`src/rtl/uart_rx.sv`:
```
// ---------------------------------------------------------------------------
// uart_rx -- oversampling UART receiver feeding the receive FIFO.
//
// The asynchronous serial line is synchronized, then a frame FSM finds the
// start bit, samples every bit at mid-bit, checks the optional parity bit and
// the stop bit. A good frame is delivered on Rx_Data with a one-cycle
// Data_Rdy strobe. BIST_Mode parks the receiver in IDLE.
//
// Parameters:
//   DATA_BITS    data bits per frame (5..9), LSB first
//   CLKS_PER_BIT clock cycles per bit (even, >= 4)
//   PARITY_EN    1: a parity bit follows the data bits
//   PARITY_ODD   1: odd parity, 0: even parity
// Ports:
//   clk          system clock, rising edge
//   rst_n        synchronous active-low reset
//   Rx           asynchronous serial input, idles high
//   BIST_Mode    1: hold receiver in IDLE
//   Rx_Data      data of the last good frame
//   Data_Rdy     one-cycle strobe, Rx_Data is new
//   Parity_Err   parity mismatch on the last delivered frame
//   Framing_Err  stop bit of the last frame sampled low
//   Busy         receiver is not in IDLE
// ---------------------------------------------------------------------------
module uart_rx #(
    parameter int DATA_BITS    = 8,
    parameter int CLKS_PER_BIT = 16,
    parameter int PARITY_EN    = 0,
    parameter int PARITY_ODD   = 0
) (
    input  logic                 clk,
    input  logic                 rst_n,
    input  logic                 Rx,
    input  logic                 BIST_Mode,
    output logic [DATA_BITS-1:0] Rx_Data,
    output logic                 Data_Rdy,
    output logic                 Parity_Err,
    output logic                 Framing_Err,
    output logic                 Busy
);

    localparam int CNT_W = $clog2(CLKS_PER_BIT);
    localparam int IDX_W = $clog2(DATA_BITS + 1);

    localparam logic [CNT_W-1:0] CNT_ZERO = {CNT_W{1'b0}};
    localparam logic [CNT_W-1:0] CNT_ONE  = {{(CNT_W-1){1'b0}}, 1'b1};
    localparam logic [CNT_W-1:0] CNT_HALF = CNT_W'(CLKS_PER_BIT / 2 - 1);
    localparam logic [CNT_W-1:0] CNT_LAST = CNT_W'(CLKS_PER_BIT - 1);

    localparam logic [IDX_W-1:0] IDX_ZERO = {IDX_W{1'b0}};
    localparam logic [IDX_W-1:0] IDX_ONE  = {{(IDX_W-1){1'b0}}, 1'b1};
    localparam logic [IDX_W-1:0] IDX_LAST = IDX_W'(DATA_BITS - 1);

    localparam logic PAR_EN  = (PARITY_EN != 0);
    localparam logic PAR_ODD = (PARITY_ODD != 0);

    typedef enum logic [2:0] {
        S_IDLE      = 3'd0,
        S_START     = 3'd1,
        S_DATA      = 3'd2,
        S_PARITY    = 3'd3,
        S_STOP      = 3'd4,
        S_WAIT_IDLE = 3'd5
    } state_t;

    state_t               state_q;
    logic                 rx_meta_q;
    logic                 rx_sync_q;
    logic [CNT_W-1:0]     cnt_q;
    logic [IDX_W-1:0]     idx_q;
    logic [DATA_BITS-1:0] shift_q;
    logic                 par_mis_q;
    logic [DATA_BITS-1:0] rx_data_q;
    logic                 data_rdy_q;
    logic                 parity_err_q;
    logic                 framing_err_q;
    logic                 busy_q;

    // Parity bit a correct transmitter would send for this data word.
    function automatic logic expected_parity(input logic [DATA_BITS-1:0] data);
        return (^data) ^ PAR_ODD;
    endfunction

    // Two-flop synchronizer; resets to the idle (high) line level.
    always_ff @(posedge clk) begin
        if (!rst_n) begin
            rx_meta_q <= 1'b1;
            rx_sync_q <= 1'b1;
        end else begin
            rx_meta_q <= Rx;
            rx_sync_q <= rx_meta_q;
        end
    end

    // Frame FSM with bit timing, data capture and registered outputs.
    always_ff @(posedge clk) begin
        if (!rst_n) begin
            state_q       <= S_IDLE;
            cnt_q         <= CNT_ZERO;
            idx_q         <= IDX_ZERO;
            shift_q       <= {DATA_BITS{1'b0}};
            par_mis_q     <= 1'b0;
            rx_data_q     <= {DATA_BITS{1'b0}};
            data_rdy_q    <= 1'b0;
            parity_err_q  <= 1'b0;
            framing_err_q <= 1'b0;
            busy_q        <= 1'b0;
        end else begin
            data_rdy_q <= 1'b0;
            if (BIST_Mode) begin
                // Abort any frame; only Busy reflects the change.
                state_q <= S_IDLE;
                cnt_q   <= CNT_ZERO;
                idx_q   <= IDX_ZERO;
                busy_q  <= 1'b0;
            end else begin
                case (state_q)
                    S_IDLE: begin
                        if (!rx_sync_q) begin
                            state_q <= S_START;
                            cnt_q   <= CNT_ZERO;
                            busy_q  <= 1'b1;
                        end else begin
                            busy_q  <= 1'b0;
                        end
                    end
                    S_START: begin
                        if (cnt_q == CNT_HALF) begin
                            if (!rx_sync_q) begin
                                state_q   <= S_DATA;
                                cnt_q     <= CNT_ZERO;
                                idx_q     <= IDX_ZERO;
                                par_mis_q <= 1'b0;
                            end else begin
                                // Start bit gone by mid-bit: treat as glitch.
                                state_q <= S_IDLE;
                                busy_q  <= 1'b0;
                            end
                        end else begin
                            cnt_q <= cnt_q + CNT_ONE;
                        end
                    end
                    S_DATA: begin
                        if (cnt_q == CNT_LAST) begin
                            // LSB-first: after DATA_BITS shifts, bit 0 sits at [0].
                            shift_q <= {rx_sync_q, shift_q[DATA_BITS-1:1]};
                            cnt_q   <= CNT_ZERO;
                            idx_q   <= idx_q + IDX_ONE;
                            if (idx_q == IDX_LAST) begin
                                state_q <= PAR_EN ? S_PARITY : S_STOP;
                            end else begin
                                state_q <= S_DATA;
                            end
                        end else begin
                            cnt_q <= cnt_q + CNT_ONE;
                        end
                    end
                    S_PARITY: begin
                        if (cnt_q == CNT_LAST) begin
                            par_mis_q <= rx_sync_q ^ expected_parity(shift_q);
                            cnt_q     <= CNT_ZERO;
                            state_q   <= S_STOP;
                        end else begin
                            cnt_q <= cnt_q + CNT_ONE;
                        end
                    end
                    S_STOP: begin
                        if (cnt_q == CNT_LAST) begin
                            cnt_q <= CNT_ZERO;
                            if (rx_sync_q) begin
                                rx_data_q     <= shift_q;
                                data_rdy_q    <= 1'b1;
                                parity_err_q  <= par_mis_q;
                                framing_err_q <= 1'b0;
                                state_q       <= S_IDLE;
                                busy_q        <= 1'b0;
                            end else begin
                                // Bad stop: flag it and wait out a possible break.
                                parity_err_q  <= 1'b0;
                                framing_err_q <= 1'b1;
                                state_q       <= S_WAIT_IDLE;
                            end
                        end else begin
                            cnt_q <= cnt_q + CNT_ONE;
                        end
                    end
                    S_WAIT_IDLE: begin
                        if (rx_sync_q) begin
                            state_q <= S_IDLE;
                            busy_q  <= 1'b0;
                        end else begin
                            state_q <= S_WAIT_IDLE;
                        end
                    end
                    default: begin
                        state_q <= S_IDLE;
                        cnt_q   <= CNT_ZERO;
                        idx_q   <= IDX_ZERO;
                        busy_q  <= 1'b0;
                    end
                endcase
            end
        end
    end

    assign Rx_Data     = rx_data_q;
    assign Data_Rdy    = data_rdy_q;
    assign Parity_Err  = parity_err_q;
    assign Framing_Err = framing_err_q;
    assign Busy        = busy_q;

endmodule

```
`config.mk`:
```
export PLATFORM = sky130hd
export DESIGN_NAME = uart_rx
export DESIGN_NICKNAME = d
export VERILOG_FILES = /design/src/rtl/uart_rx.sv
export SDC_FILE = /design/constraint.sdc
export NUM_CORES = 1
export LEC_CHECK = 0
export ABC_CLOCK_PERIOD_IN_PS = 3290
export BUFFER_PORTS_ARGS = -buffer_cell sky130_fd_sc_hd__buf_2
export CAP_MARGIN = 20
export CORE_ASPECT_RATIO = 1.75
export CORE_MARGIN = 8
export CORE_UTILIZATION = 50
export DETAILED_ROUTE_END_ITERATION = 8
export PLACE_DENSITY = 0.8
export SKIP_CTS_REPAIR_TIMING = 1
export SLEW_MARGIN = 5
export SYNTH_ARGS = -nofsm -noshare
export SYNTH_HDL_FRONTEND = slang
export SYNTH_SLANG_ARGS = --single-unit
```
`constraint.sdc`:
```
create_clock -name clk -period 3.29 [get_ports clk]
set_clock_uncertainty 0.05 [all_clocks]
set_input_delay 0.329 -clock clk [delete_from_list [all_inputs] [get_ports clk]]
set_output_delay 0.329 -clock clk [all_outputs]
set_load 0.05 [all_outputs]
```
==> results of run 1 <==
==> worst max-delay path, cell delays in order, from the launching register on <==
cell	delay, ps
dfxtp_1	590
nor3b_1	430
nand3_1	500
mux2i_1	310
nor2_1	60
==> worst paths after layout <==
kind                                 start          to  slack (ps)  cells past startpoint
worst max-delay path            state_q[2]  Rx_Data[7]        1230                      4
worst min register to register   rx_meta_q   rx_sync_q         370                      1
worst max register to register  state_q[2]  Rx_Data[7]        1230                      4
worst min-delay path                    Rx   rx_meta_q         180                      2
==> power by group <==
part | switching, mW | internal (mW) | total (mW) | leakage, nW
Clock | 0.139 | 0.145 | 0.285 | 0.0383
Combinational | 0.0153 | 0.00875 | 0.0241 | 0.516
Sequential | 0.00282 | 0.413 | 0.416 | 0.274
==> sequential cells by signal, summed over array words and instances (netlist names), 3 cells and up <==
register  cells
state_q       3
Rx_Data       8
idx_q         4
cnt_q         4
shift_q       8
==> cells in the final DEF (no fill, tap or decap), types with 2 or more instances in the layout <==
cell type	synthesis	final
nand3b_1	2	2
o21ai_0	3	3
inv_1	3	3
clkbuf_1	3	2
a21oi_1	8	8
nor2_1	23	23
mux2i_1	18	18
a21o_1	2	2
o211ai_1	2	2
buf_2	6	15
o21ai_1	5	5
xor2_1	4	4
nand3_1	7	7
xnor2_1	5	5
and4b_1	2	2
o31ai_1	2	2
o21a_1	2	2
clkbuf_8	0	5
ha_1	2	2
a21boi_0	2	2
nor2b_1	4	4
nand4_1	2	2
nor3_1	2	2
or3_1	2	2
nand2b_1	6	6
dfxtp_1	34	34
nand2_1	8	8
nor3b_1	2	2
and2_1	4	4
o22ai_1	2	2
==> per-layer routing <==
| metal | wire length (microns) | part of all wire, % | vias up | track usage (%) |
|---|---|---|---|---|
| met3 | 177 | 5.0 | 12 | 3.47 |
| met2 | 1920 | 54 | 46 | 25.9 |
| met5 | 0 | 0 | - | 0 |
| met1 | 1280 | 36 | 646 | 11.3 |
| li1 | - | - | 671 | - |
| met4 | 161 | 4.6 | 0 | 9.02 |
==> kinds of logic (layout without fill, tap and decap cells) <==
family          Yosys count  after routing  share of synthesized area (%)
xor+xnor                 10             10                           6.04
fa+ha+maj                 2              2                           1.49
flops                    34             34                           40.5
buf+inv                  15             27                           4.25
compound gates           37             37                           15.1
mux                      18             18                           10.7
simple gates             69             69                           21.9
==> metrics by stage <==
stage | instances | power [mW]
6_report | 242 | 0.725
5_1_grt | 242 | 0.743
4_1_cts | 242 | 0.730
3_5_place_dp | 235 | 0.449
3_3_place_gp | 235 | 0.449
2_1_floorplan | 185 | 0.442
==> area by class of cell <==
cell class	instances	area (sq um)
repair buffers	15	75.1
clock buffers	7	76.3
fillers	333	1460
multi-input cells	136	927
flip-flops and latches	34	681
well taps	45	56.3
inverters	5	18.8
==> metrics.cfg, run 1 <==
[run_status]
status = finished clean

[sta]
tns_ps = 0
drv_slew = 0
slew_headroom_pct = 57.7
grt_setup_unrepaired = false
layout_setup_ws_ps = 1230
post-route-period-util_pct = 62.8
fmax_ghz = 0.484
tightest_slew_ps = 634
finalHoldWorstSlack_ps = 179
period_needed_ps = 2060
setup_viol = 0
hold_violations = 0

[worst_setup_path]
cp.required_ps = 3400
cp-start-kind = flop
path_class = reg2reg
worstPathArrival_ps = 2180
cp_max_fo = 15
end_kind = flop

[synth]
synth-seq-cells = 34
synthFlopType = dfxtp_1
synthArstFlopShare_pct = 0
netlist_top_cells_area = dfxtp_1, mux2i_1, nor2_1
syn_nets = 191
syn_area_sq_um = 1680
synth_commonest_cells = dfxtp_1, nor2_1, mux2i_1
synthDistinctLibCells = 47
synth-seq-area-share_pct = 40.5
yosysTopAreaCell = dfxtp_1
synth.most_common_cell = dfxtp_1
yosysTopAreaCellShare_pct = 40.5
synth.avg_cell_area_sq_um = 9.08
synth_edf_count = 0
syn_inst = 185
synth_warnings = 0

[route]
drc = 0
vias = 1375
drt_iter0_markers = 56
drt_wl_total_mm = 3.53
ant_nets = 0
first_pass_iters = 4
wl_per_cell_microns = 14.6
vias_per_cell = 5.68

[power_and_ir_drop]
peakVddDrop_v = 0.000350
power_density_nw_per_um2 = 395
p_leak_nw = 0.829

[floorplanning]
die_height_microns = 92.7
initial_core_util_pct = 51.0
die-area_sq_um = 5540
fp.coreArea_sq_um = 3290
rows = 28
ios = 16
dieWidth_microns = 59.8

[final_layout]
num_antenna_cells = 0
fin_util_pct = 55.7
drive_gt1_share_pct = 12.7
final_nets = 203
fin_area_sq_um = 1830
area_growth_pct = 9.24

[clock_network]
cts.sinks = 34
cts.clk_slew.worst_paths_ps = 70
ctsRootBufferMaster = clkbuf_8
cts_tree = built
cts_buffers = 5
clock_path_buffers = 2
clk_latency_ps = 280
htree_num_levels = 2

[grt]
antenna_found_initial = 0
grt_pass1_vias = 1391
grt_usage_pct = 13.6
grt_max_degree = 20
grt_first_pass_wirelength_mm = 5.84
grt_overflow = 0

[placed_design]
place_area_sq_um = 1760
place_congestion = 0.815
port-buffer-count = 15
dp_slack_ps = 1270
dp.final_hpwl_mm = 2.63

[job]
maxCapViolations = 0

[min_path]
hp-class = in2reg

Note: power is estimated with default switching activity, not from simulation.
==> inputs of run 2 (changes only) <==
--- a/config.mk
+++ b/config.mk
@@ -5,7 +5,7 @@
 export SDC_FILE = /design/constraint.sdc
 export NUM_CORES = 1
 export LEC_CHECK = 0
-export ABC_CLOCK_PERIOD_IN_PS = 3290
+export ABC_CLOCK_PERIOD_IN_PS = 2000
 export BUFFER_PORTS_ARGS = -buffer_cell sky130_fd_sc_hd__buf_2
 export CAP_MARGIN = 20
 export CORE_ASPECT_RATIO = 1.75
==> constraint.sdc (replaced) <==
create_clock -name clk -period 2 [get_ports clk]
set_clock_uncertainty 0.05 [all_clocks]
set_input_delay 0.2 -clock clk [delete_from_list [all_inputs] [get_ports clk]]
set_output_delay 0.2 -clock clk [all_outputs]
set_load 0.05 [all_outputs]
==> metrics.cfg, run 2 (same netlist as run 1, synthesis figures left out) <==
[run_status]
status = finished clean

[worst_setup_path]
path_class = reg2reg
critPathCapture = shift_q[2]
slowest_delay_ps = 370
timing.critical_path.from = cnt_q[0]
cp-start-kind = flop
cp_max_fo = 9
r2r_end = shift_q[2]
slowest_stage = dfxtp_1
path_cells = ha_1 -> and4b_1 -> nand3_2 -> mux2i_1 -> nor2_1
reg2reg_depth = 5
r2r_slack_ps = 250
worstPathArrival_ps = 1870
end_kind = flop
cp.required_ps = 2120
rr_startpoint = cnt_q[0]

[clock_network]
htree_num_levels = 2
cts.clk_slew.worst_paths_ps = 70
clock_path_buffers = 2
cts.sinks = 34
cts_tree = built
ctsRootBufferMaster = clkbuf_8
clk_latency_ps = 290
cts_buffers = 5

[floorplanning]
fp.coreArea_sq_um = 3290
die-area_sq_um = 5540
initial_core_util_pct = 51.0
ios = 16
die_height_microns = 92.7
dieWidth_microns = 59.8
rows = 28

[route]
drt_wl_total_mm = 3.73
vias = 1418
vias_per_cell = 5.74
ant_nets = 0
wl_per_cell_microns = 15.1
first_pass_iters = 4
drt_iter0_markers = 48
drc = 0

[sta]
tightest_slew_ps = 475
hold_violations = 0
setup_viol = 0
tns_ps = 0
fmax_ghz = 0.571
slew_headroom_pct = 68.1
finalHoldWorstSlack_ps = 40.2
period_needed_ps = 1750
post-route-period-util_pct = 87.5
drv_slew = 0
grt_setup_unrepaired = false

[final_layout]
final_common_cell = dfxtp_1
fin_util_pct = 57.1
final_cell_mix = dfxtp_1, nor2_1, mux2i_1
final_nets = 207
area_growth_pct = 11.9
fin_cells = 247
num_antenna_cells = 0
drive_gt1_share_pct = 15.3
n_fill_cell = 318

[grt]
grt_usage_pct = 14.7
grt_pass1_vias = 1437
grt_max_degree = 20
grt_first_pass_wirelength_mm = 6.24
grt_overflow = 0
antenna_found_initial = 0

[placed_design]
place_congestion = 0.813
port-buffer-count = 15
dp.final_hpwl_mm = 2.79
post-place-cells = 239

[power_and_ir_drop]
power_density_nw_per_um2 = 667
p_leak_nw = 0.859
peakVddDrop_v = 0.000540
p_total_mw = 1.25

[job]
maxCapViolations = 0

[min_path]
hp-class = in2reg

## run 2: how the worst min path moves through the flow
| stage | start | to | slack [ps] | cells past startpoint |
|---|---|---|---|---|
| 3_3_place_gp | Rx | rx_meta_q | 330 | 2 |
| 2_1_floorplan | rst_n | rx_meta_q | 220 | 1 |
| 3_5_place_dp | Rx | rx_meta_q | 340 | 2 |
| 6_report | Rx | rx_meta_q | 40 | 2 |
| 4_1_cts | Rx | rx_meta_q | 40 | 2 |
| 5_1_grt | Rx | rx_meta_q | 50 | 2 |
## run 2: cell type report
class / instances / area (sq um) / area share (%)
inverters: 5 / 18.8 / 0.999
repair buffers: 19 / 105 / 5.59
flip-flops and latches: 34 / 681 / 36.2
multi-input cells: 136 / 927 / 49.3
clock buffers: 7 / 86.3 / 4.59
clock inverters: 1 / 5.00 / 0.266
well taps: 45 / 56.3 / 3.00
## run 2: critical path: cells and delay by family, from the launching register on
family | cells | cell delay, ps
and+or+nand+nor | 3 | 600
adders and majority gates | 1 | 340
muxes | 1 | 250
DFF | 1 | 370
## run 2: per-stage QoR
stage	instance area [sq um]	worst slack, ps
2_1_floorplan	1680	408
3_3_place_gp	1790	297
3_5_place_dp	1790	266
4_1_cts	1880	248
5_1_grt	1880	101
6_report	1880	250
## run 2: report_power, final
group | internal (mW) | switching [mW] | total (mW)
Clock | 0.278 | 0.253 | 0.531
Sequential | 0.680 | 0.00487 | 0.685
Combinational | 0.0144 | 0.0246 | 0.0389
Total | 0.972 | 0.282 | 1.25
## run 2: layer usage
layer / vias up / part of all wire [%] / track usage, %
li1: 683 / - / -
met1: 666 / 36 / 12.8
met2: 51 / 54 / 26.1
met3: 18 / 4.2 / 4.17
met4: 0 / 5.3 / 12.0
met5: - / 0 / 0
==> inputs of run 3 (changes only) <==
--- a/config.mk
+++ b/config.mk
@@ -5,7 +5,8 @@
 export SDC_FILE = /design/constraint.sdc
 export NUM_CORES = 1
 export LEC_CHECK = 0
-export ABC_CLOCK_PERIOD_IN_PS = 2000
+export ABC_AREA = 1
+export ABC_CLOCK_PERIOD_IN_PS = 1700
 export BUFFER_PORTS_ARGS = -buffer_cell sky130_fd_sc_hd__buf_2
 export CAP_MARGIN = 20
 export CORE_ASPECT_RATIO = 1.75
==> constraint.sdc (replaced) <==
create_clock -name clk -period 1.7 [get_ports clk]
set_clock_uncertainty 0.05 [all_clocks]
set_input_delay 0.17 -clock clk [delete_from_list [all_inputs] [get_ports clk]]
set_output_delay 0.17 -clock clk [all_outputs]
set_load 0.05 [all_outputs]
==> metrics.cfg, run 3 <==
[run_status]
status = finished clean

[power_and_ir_drop]
p_int_mw = 1.15
switchingPower_mw = 0.332
sw_frac_of_total_pct = 22.5
seq_power_share_pct = 54.3
pwr-share-clk_pct = 41.3
power_density_nw_per_um2 = 735
p_leak_nw = 0.898
p_comb_share_pct = 4.4
peakVddDrop_v = 0.000637

[final_layout]
final_cell_mix = nand2_1, dfxtp_1, inv_1
fin_area_sq_um = 2010
final_common_cell = nand2_1
final_nets = 265
num_antenna_cells = 0
area_growth_pct = 14.5
drive_gt1_share_pct = 24.6
fin_util_pct = 59.9
n_fill_cell = 320
fin_cells = 305

[worst_setup_path]
cp-start-kind = flop
path_class = reg2reg
cp.required_ps = 1860
r2r_end = idx_q[1]
r2r_slack_ps = 130
rr_startpoint = cnt_q[0]
crit_cells = 10
path_delay_family = simple AND/OR/NAND/NOR gates
timing.critical_path.from = cnt_q[0]
slowest_delay_ps = 340
cp_max_fo = 6
reg2reg_depth = 10
critPathBufInv = 2
worstPathArrival_ps = 1730
end_kind = flop
path_cells = ha_1 -> nand2_2 -> inv_2 -> nand2_4 -> clkinv_2 -> nor2_4 -> nor2_8 -> nand3_1 -> nand2_2 -> nor3_2
critPathCapture = idx_q[1]
slowest_stage = dfxtp_2
crit_top_cell = nand2_2

[sta]
post-route-period-util_pct = 92.2
tns_ps = 0
period_needed_ps = 1570
tightest_slew_ps = 344
slew_headroom_pct = 77.0
grt_setup_unrepaired = false
hold_violations = 0
fmax_ghz = 0.638
drv_slew = 0
setup_viol = 0

[clock_network]
clock_path_buffers = 2
cts.clk_slew.worst_paths_ps = 70
ctsRootBufferMaster = clkbuf_8
cts_buffers = 5
cts.sinks = 34
htree_num_levels = 2
clk_latency_ps = 280
cts_tree = built

[route]
ant_nets = 0
vias = 1553
drt_wl_total_mm = 3.80
drc = 0
vias_per_cell = 5.09
drt_iter0_markers = 43
first_pass_iters = 4
wl_per_cell_microns = 12.5

[job]
maxCapViolations = 0

[floorplanning]
die-area_sq_um = 5750
initial_core_util_pct = 52.3
die_height_microns = 94.5
rows = 28
dieWidth_microns = 60.8
ios = 16
fp.coreArea_sq_um = 3360

[placed_design]
port-buffer-count = 15
place_congestion = 0.933
place_area_sq_um = 1900
dp.final_hpwl_mm = 2.93
post-place-cells = 297

[grt]
grt_first_pass_wirelength_mm = 6.69
antenna_found_initial = 0
grt_usage_pct = 14.9
grt_max_degree = 17
grt_overflow = 0
grt_pass1_vias = 1603

[synth]
netlist_top_cells_area = dfxtp_1, nand2_1, inv_1
yosysTopAreaCellShare_pct = 38.7
yosysTopAreaCell = dfxtp_1
synth.avg_cell_area_sq_um = 7.39
synthDistinctLibCells = 36
syn_inst = 238
synth_warnings = 0
synth.most_common_cell = nand2_1
synthFlopType = dfxtp_1
syn_area_sq_um = 1760
synth-seq-area-share_pct = 38.7
syn_nets = 244
synth_commonest_cells = nand2_1, dfxtp_1, inv_1
synth_edf_count = 0
synth-seq-cells = 34
synthArstFlopShare_pct = 0

[min_path]
hp-class = in2reg
hold_start = Rx

==> run 3: cell types whose count changed in the layout (fill, tap and decap cells not counted), moves of 4 or more <==
| cell | change |
|---|---|
| nor2_1 | -9 |
| o21ai_0 | +8 |
| nand2b_1 | -6 |
| nand2_2 | +5 |
| inv_2 | +7 |
| inv_1 | +28 |
| nor2_2 | +5 |
| o22ai_1 | +6 |
| nand2_1 | +41 |
| nor2_4 | +4 |
| nor2b_1 | -4 |
| a21oi_1 | +6 |
| and2_1 | -4 |
| mux2i_1 | -18 |
==> run 3: metal layers <==
metal / GRT usage (%) / vias to the layer above / routed length [microns] / part of all wire [%]
met4: 9.00 / 0 / 130 / 3.4
met1: 13.5 / 704 / 1420 / 37
met2: 28.5 / 34 / 2150 / 57
li1: - / 805 / - / -
met5: 0 / - / 0 / 0
met3: 2.72 / 10 / 94 / 2.5
==> run 3: worst min-delay path by stage <==
stage               slack [ps]  cells after the start        end
floorplan                  230                      1  rx_meta_q
global placement           310                      2  rx_meta_q
detailed placement         310                      2  rx_meta_q
CTS                         10                      2  rx_meta_q
global route                20                      2  rx_meta_q
finish                      20                      2  rx_meta_q
==> run 3: logic make-up (layout without fill, tap and decap cells) <==
kind of cell / Yosys count / count (layout) / share of synthesized area (%)
buffers and inverters: 44 / 66 / 10.0
AO/OA/AOI/OAI: 46 / 46 / 15.0
adder cells (fa/ha/maj): 2 / 2 / 1.42
flip-flops: 34 / 34 / 38.7
XOR/XNOR: 6 / 6 / 2.99
AND/OR/NAND/NOR: 106 / 106 / 31.9
==> run 3: metrics by stage <==
step / power (mW) / hold WS (ps) / setup slack [ps]
after floorplan: 0.862 / 227 / 240
after global placement: 0.882 / 311 / 131
after detailed placement: 0.883 / 309 / 94.8
after CTS: 1.50 / 12.8 / 86.4
after global routing: 1.53 / 21.1 / 24.4
final: 1.48 / 22.4 / 133
==> run 3: power groups by stage <==
stage	Clock (mW)	Combinational, mW	Sequential (mW)
6_report	0.612	0.0644	0.804
5_1_grt	0.655	0.0699	0.803
4_1_cts	0.635	0.0615	0.803
3_5_place_dp	0	0.0614	0.822
3_3_place_gp	0	0.0608	0.821
2_1_floorplan	0	0.0395	0.822
==> run 3: final cells by class <==
cell class | instances | area [sq um] | share of cell area [%]
multi-input combinational | 160 | 920 | 45.7
sequential | 34 | 682 | 33.9
inverter | 40 | 151 | 7.52
timing repair buffer | 18 | 114 | 5.65
clock buffer | 7 | 86.3 | 4.29
tap | 45 | 56.3 | 2.80
clock inverter | 1 | 5.00 | 0.248
